--- config.mk ---
export PLATFORM = sky130hd
export DESIGN_NAME = output_limit_ctrl
export DESIGN_NICKNAME = d
export VERILOG_FILES = /design/src/rtl/output_limit_ctrl.sv
export SDC_FILE = /design/constraint.sdc
export NUM_CORES = 1
export LEC_CHECK = 0
export CAP_MARGIN = 40
export CORE_ASPECT_RATIO = 0.9
export CORE_MARGIN = 4
export CORE_UTILIZATION = 30
export CTS_CLUSTER_SIZE = 30
export DETAILED_ROUTE_END_ITERATION = 8
export PLACE_DENSITY = 0.54
export SLEW_MARGIN = 25
export SYNTH_ARGS = -nofsm -noshare
export SYNTH_HDL_FRONTEND = slang
export SYNTH_SLANG_ARGS = --single-unit
--- constraint.sdc ---
create_clock -name IFCLK -period 6.65 [get_ports IFCLK]
set_clock_uncertainty 0.15 [all_clocks]
set_input_delay 1.33 -clock IFCLK [delete_from_list [all_inputs] [get_ports IFCLK]]
set_output_delay 1.33 -clock IFCLK [all_outputs]
set_load 0.03 [all_outputs]
--- src/rtl/output_limit_ctrl.sv ---
// Output-limit controller: converts VCR grant pulses into bounded FIFO read
// windows for the high-speed interface, or passes reads through when unlimited.
module output_limit_ctrl #(
    parameter int unsigned PENDING_WIDTH = 20,
    parameter int unsigned MAX_LIMIT     = 16'hFFFF
) (
    input  logic        IFCLK,
    input  logic        RESET_N,
    input  logic        output_mode_limit,
    input  logic        reg_output_limit,
    input  logic        wr_word,
    input  logic        hs_rd_req,
    input  logic        fifo_empty,
    output logic        hs_rd_en,
    output logic [15:0] output_limit,
    output logic        output_limit_not_done,
    output logic        pending_overflow
);

    localparam int unsigned PW = PENDING_WIDTH;
    // Wide enough for pending + remaining + wr_word without wrap
    localparam int unsigned SW = ((PW > 16) ? PW : 16) + 2;
    localparam logic [SW-1:0] PEND_MAX = (SW'(1) << PW) - SW'(1);
    localparam logic [SW-1:0] LIM_MAX  = SW'(MAX_LIMIT);

    typedef enum logic [1:0] {
        UNLIMITED = 2'd0,
        IDLE      = 2'd1,
        ACTIVE    = 2'd2
    } state_t;

    state_t          state, state_nxt;
    logic [PW-1:0]   pending, pending_nxt;
    logic [15:0]     remaining, remaining_nxt;
    logic [15:0]     output_limit_nxt;
    logic            overflow_nxt;
    logic [SW-1:0]   pend_ext, wr_ext, rd_ext, rem_ext, grant, sum;

    assign hs_rd_en = hs_rd_req & ~fifo_empty & ((state == UNLIMITED) | (remaining != 16'd0));

    assign pend_ext = SW'(pending);
    assign wr_ext   = SW'(wr_word);
    assign rd_ext   = SW'(hs_rd_en);
    assign rem_ext  = SW'(remaining);
    assign grant    = (pend_ext > LIM_MAX) ? LIM_MAX : pend_ext;

    // Next-state and counter update; mode changes win over registration
    always_comb begin
        state_nxt        = state;
        remaining_nxt    = remaining;
        output_limit_nxt = output_limit;
        sum              = pend_ext + wr_ext;
        case (state)
            UNLIMITED: begin
                sum = (pend_ext + wr_ext < rd_ext) ? '0 : pend_ext + wr_ext - rd_ext;
                if (output_mode_limit) state_nxt = IDLE;
            end
            IDLE: begin
                if (!output_mode_limit) begin
                    state_nxt = UNLIMITED;
                end else if (reg_output_limit) begin
                    output_limit_nxt = 16'(grant);
                    remaining_nxt    = 16'(grant);
                    sum              = pend_ext - grant + wr_ext;
                    if (grant != '0) state_nxt = ACTIVE;
                end
            end
            ACTIVE: begin
                if (!output_mode_limit) begin
                    // Granted-but-unread words go back to the pending pool
                    sum           = pend_ext + rem_ext + wr_ext - rd_ext;
                    remaining_nxt = 16'd0;
                    state_nxt     = UNLIMITED;
                end else begin
                    remaining_nxt = remaining - 16'(hs_rd_en);
                    if (reg_output_limit) output_limit_nxt = remaining;
                    if (remaining_nxt == 16'd0) state_nxt = IDLE;
                end
            end
            default: state_nxt = IDLE;
        endcase
        pending_nxt  = (sum > PEND_MAX) ? PW'(PEND_MAX) : PW'(sum);
        overflow_nxt = pending_overflow | (wr_word & (sum > PEND_MAX));
    end

    always_ff @(posedge IFCLK) begin
        if (!RESET_N) begin
            state                 <= output_mode_limit ? IDLE : UNLIMITED;
            pending               <= '0;
            remaining             <= 16'd0;
            output_limit          <= 16'd0;
            output_limit_not_done <= 1'b0;
            pending_overflow      <= 1'b0;
        end else begin
            state                 <= state_nxt;
            pending               <= pending_nxt;
            remaining             <= remaining_nxt;
            output_limit          <= output_limit_nxt;
            output_limit_not_done <= (remaining_nxt != 16'd0);
            pending_overflow      <= overflow_nxt;
        end
    end

endmodule

==> flow_summary.json <==
{
  "ys_warn_count": 0,
  "min_period_ns": 5.71,
  "wl_per_cell_um": 20.0,
  "fp.dieW_um": 173,
  "initial_core_util_pct": 30.5,
  "crit_type": "primary input to flop",
  "ios": 26,
  "grt_pass1_vias": 7724,
  "crit_path_start_kind": "primary input",
  "dr.first_iter.drc_count": 829,
  "final_cells": 1392,
  "grt_usage_pct": 19.9,
  "clockBufferDepth": 2,
  "firstDrtPassIters": 6,
  "syn_inst": 1082,
  "rows": 54,
  "rrSetupSlack_ns": 1.01,
  "holdBufCountCts": 0,
  "grt_setup_unrepaired": "no",
  "dp_cells": 1384,
  "status": "completed",
  "antenna_found_initial": 0,
  "hold_ws_ns": 0.339,
  "dp_hpwl_um": 21500,
  "n_antenna_cell": 0,
  "top_layer_used": "met4",
  "port-buffer-count": 25,
  "reg2reg_from": "remaining[10]",
  "clock.fmax_mhz": 175,
  "area_delta_synth_final_pct": 11.3,
  "crit_path_end_kind": "flop",
  "grt_pass1_wl_um": 43200,
  "drv_cap": 0,
  "layout_setup_ws_ns": 0.936,
  "leakage_nw": 3.06,
  "finalSetupViolations": 0,
  "met1_length_um": 12800,
  "power_density_nw_per_um2": 448,
  "htree_levels": 2,
  "synth_top_flop_cell": "dfxtp_1",
  "synth_area_leader_cell": "dfxtp_1",
  "place_area_sq_um": 8030,
  "vdd_drop_max_v": 0.000167,
  "clock_latency_ns": 0.32,
  "drc": 0,
  "critPathLaunch": "wr_word",
  "endpoint": "pending[16]",
  "finalInstanceArea_sq_um": 8210,
  "grt_start_max_net_pins": 35,
  "routabilityCongestion": 0.967,
  "finalCoreUtilization_pct": 33.9,
  "nFillCells": 2634,
  "ys_seq_area_share_pct": 15.5,
  "slew_viol_final": 0,
  "yosys.area.top_type_share_pct": 14.7,
  "synth_edf_count": 2,
  "post_cts_resize_count": 0,
  "cts_setup_buffers": 0,
  "mostFrequentLayoutCell": "nor2_1",
  "drive_gt1_share_pct": 6.46,
  "cp_data_arrival_time_ns": 5.77,
  "ys_types": 82,
  "clkTransAtPathRegs_ns": 0.09,
  "fin_nets": 1147,
  "power_mw": 3.68,
  "timing.final.crit_share_pct": 85.9,
  "grt_remaining_overflow": 0,
  "synth_seq_cells": 56,
  "crit_path_top_delay_cell": "clkdlybuf4s50_1",
  "path_common_cell": "ha_1",
  "critPathMaxStageDelay_ns": 0.60,
  "dieArea_sq_um": 27100,
  "viasPerCell": 5.97,
  "tns_ns": 0,
  "r2r_cells": 19,
  "path_cells": "clkdlybuf4s50_1 -> ha_1 -> ha_1 -> inv_1 -> ha_1 -> nor4b_1 -> o2111ai_1 -> or3_1 -> nor2_1 -> a221oi_2 -> nor4_2 -> a21oi_2 -> buf_4 -> o41a_1",
  "cts_tree": "yes",
  "cts-root-buf": "clkbuf_16",
  "hp-class": "flop to flop",
  "die_h_um": 157,
  "slew_headroom_pct": 51.1,
  "syn-num-nets": 1146,
  "place_ws_ns": 0.655,
  "avgSynthCellArea_sq_um": 6.81,
  "numCtsBuffers": 5,
  "synth_area_leaders": "dfxtp_1 (15%), ha_1 (9.3%), nor2_1 (7.3%), xnor2_1 (6.9%), a21oi_1 (5.8%)",
  "final_antenna_net_count": 0,
  "finalWirelength_um": 27900,
  "wl_met2_um": 11700,
  "r2r_end": "pending[16]",
  "worstMarginPinSlew_ns": 0.734,
  "wl_met3_um": 2420,
  "syn_area_sq_um": 7370,
  "cp_max_fo": 17,
  "synthArstFlopShare_pct": 0,
  "cts.sinks": 56,
  "hold_violations": 0,
  "num_vias": 8315,
  "core_sq_um": 24200,
  "worstPathRequired_ns": 6.71,
  "final_cell_mix": "nor2_1 (143), inv_1 (86), a21oi_1 (85)"
}
cell families after synthesis:
group | after synthesis | share of synthesized area [%]
multiplexers | 13 | 1.82
adder cells (fa/ha/maj) | 57 | 9.88
AND/OR/NAND/NOR | 414 | 27.8
flip-flops | 56 | 15.5
AO/OA/AOI/OAI | 316 | 28.5
XOR/XNOR | 66 | 7.84
buffers and inverters | 160 | 8.67
power breakdown:
group,leakage [nW],total (mW),switching [mW],internal [mW]
clock network,0.0852,0.324,0.150,0.175
registers,0.462,0.516,0.106,0.410
logic,2.51,2.84,1.75,1.08
state kept, by name (all words and copies together), names as in the netlist:
signal	count
state	2
output_limit_not_done	1
pending_overflow	1
remaining	16
pending	20
output_limit	16
cells in the mapped netlist (all sizes together), types with 6 or more instances:
cell type  count
o21ai         50
nand2b         8
inv           86
nor4          19
xor2           8
nor3          34
a21boi         6
mux2i         10
o22ai         24
o211ai        16
a22oi         14
ha            55
nor3b          6
a21oi         87
o21a          11
clkbuf        51
xnor2         58
a21o          14
a31oi         23
nand4         28
buf           21
nand2         79
and3           6
nor2         144
nand3         42
o31a          10
and2          15
dfxtp         54
a221o          7
and4           7
per-layer routing:
layer  vias to the layer above  global-route usage, %
li1                       3935                      -
met1                      3904                   27.8
met2                       406                   30.7
met3                        70                   3.09
met4                         0                   7.79
met5                         -                      0
worst max-delay path: cells and delay by family:
family	cells	cell delay, ns
simple gates	4	1.64
buf+inv	3	0.95
compound gates	4	0.95
fa+ha+maj	3	0.90
how the worst min path moves through the flow:
stage                     startpoint  cells past startpoint               end  slack, ns
finish               output_limit[8]                      2   output_limit[8]       0.34
global route        pending_overflow                      1  pending_overflow       0.37
CTS                  output_limit[8]                      2   output_limit[8]       0.35
detailed placement   output_limit[8]                      2   output_limit[8]       0.33
global placement     output_limit[5]                      2   output_limit[5]       0.32
floorplan              remaining[13]                      2     remaining[13]       0.36
layout make-up:
| class | count | area (sq um) | area share (%) |
|---|---|---|---|
| Inverter | 88 | 330 | 4.03 |
| Timing Repair Buffer | 66 | 573 | 6.98 |
| Clock inverter | 1 | 8.76 | 0.107 |
| Sequential cell | 56 | 1140 | 13.9 |
| Tap cell | 308 | 385 | 4.70 |
| Clock buffer | 7 | 164 | 2.00 |
| Multi-Input combinational cell | 866 | 5600 | 68.3 |
Power figures use the tool's default switching activity.
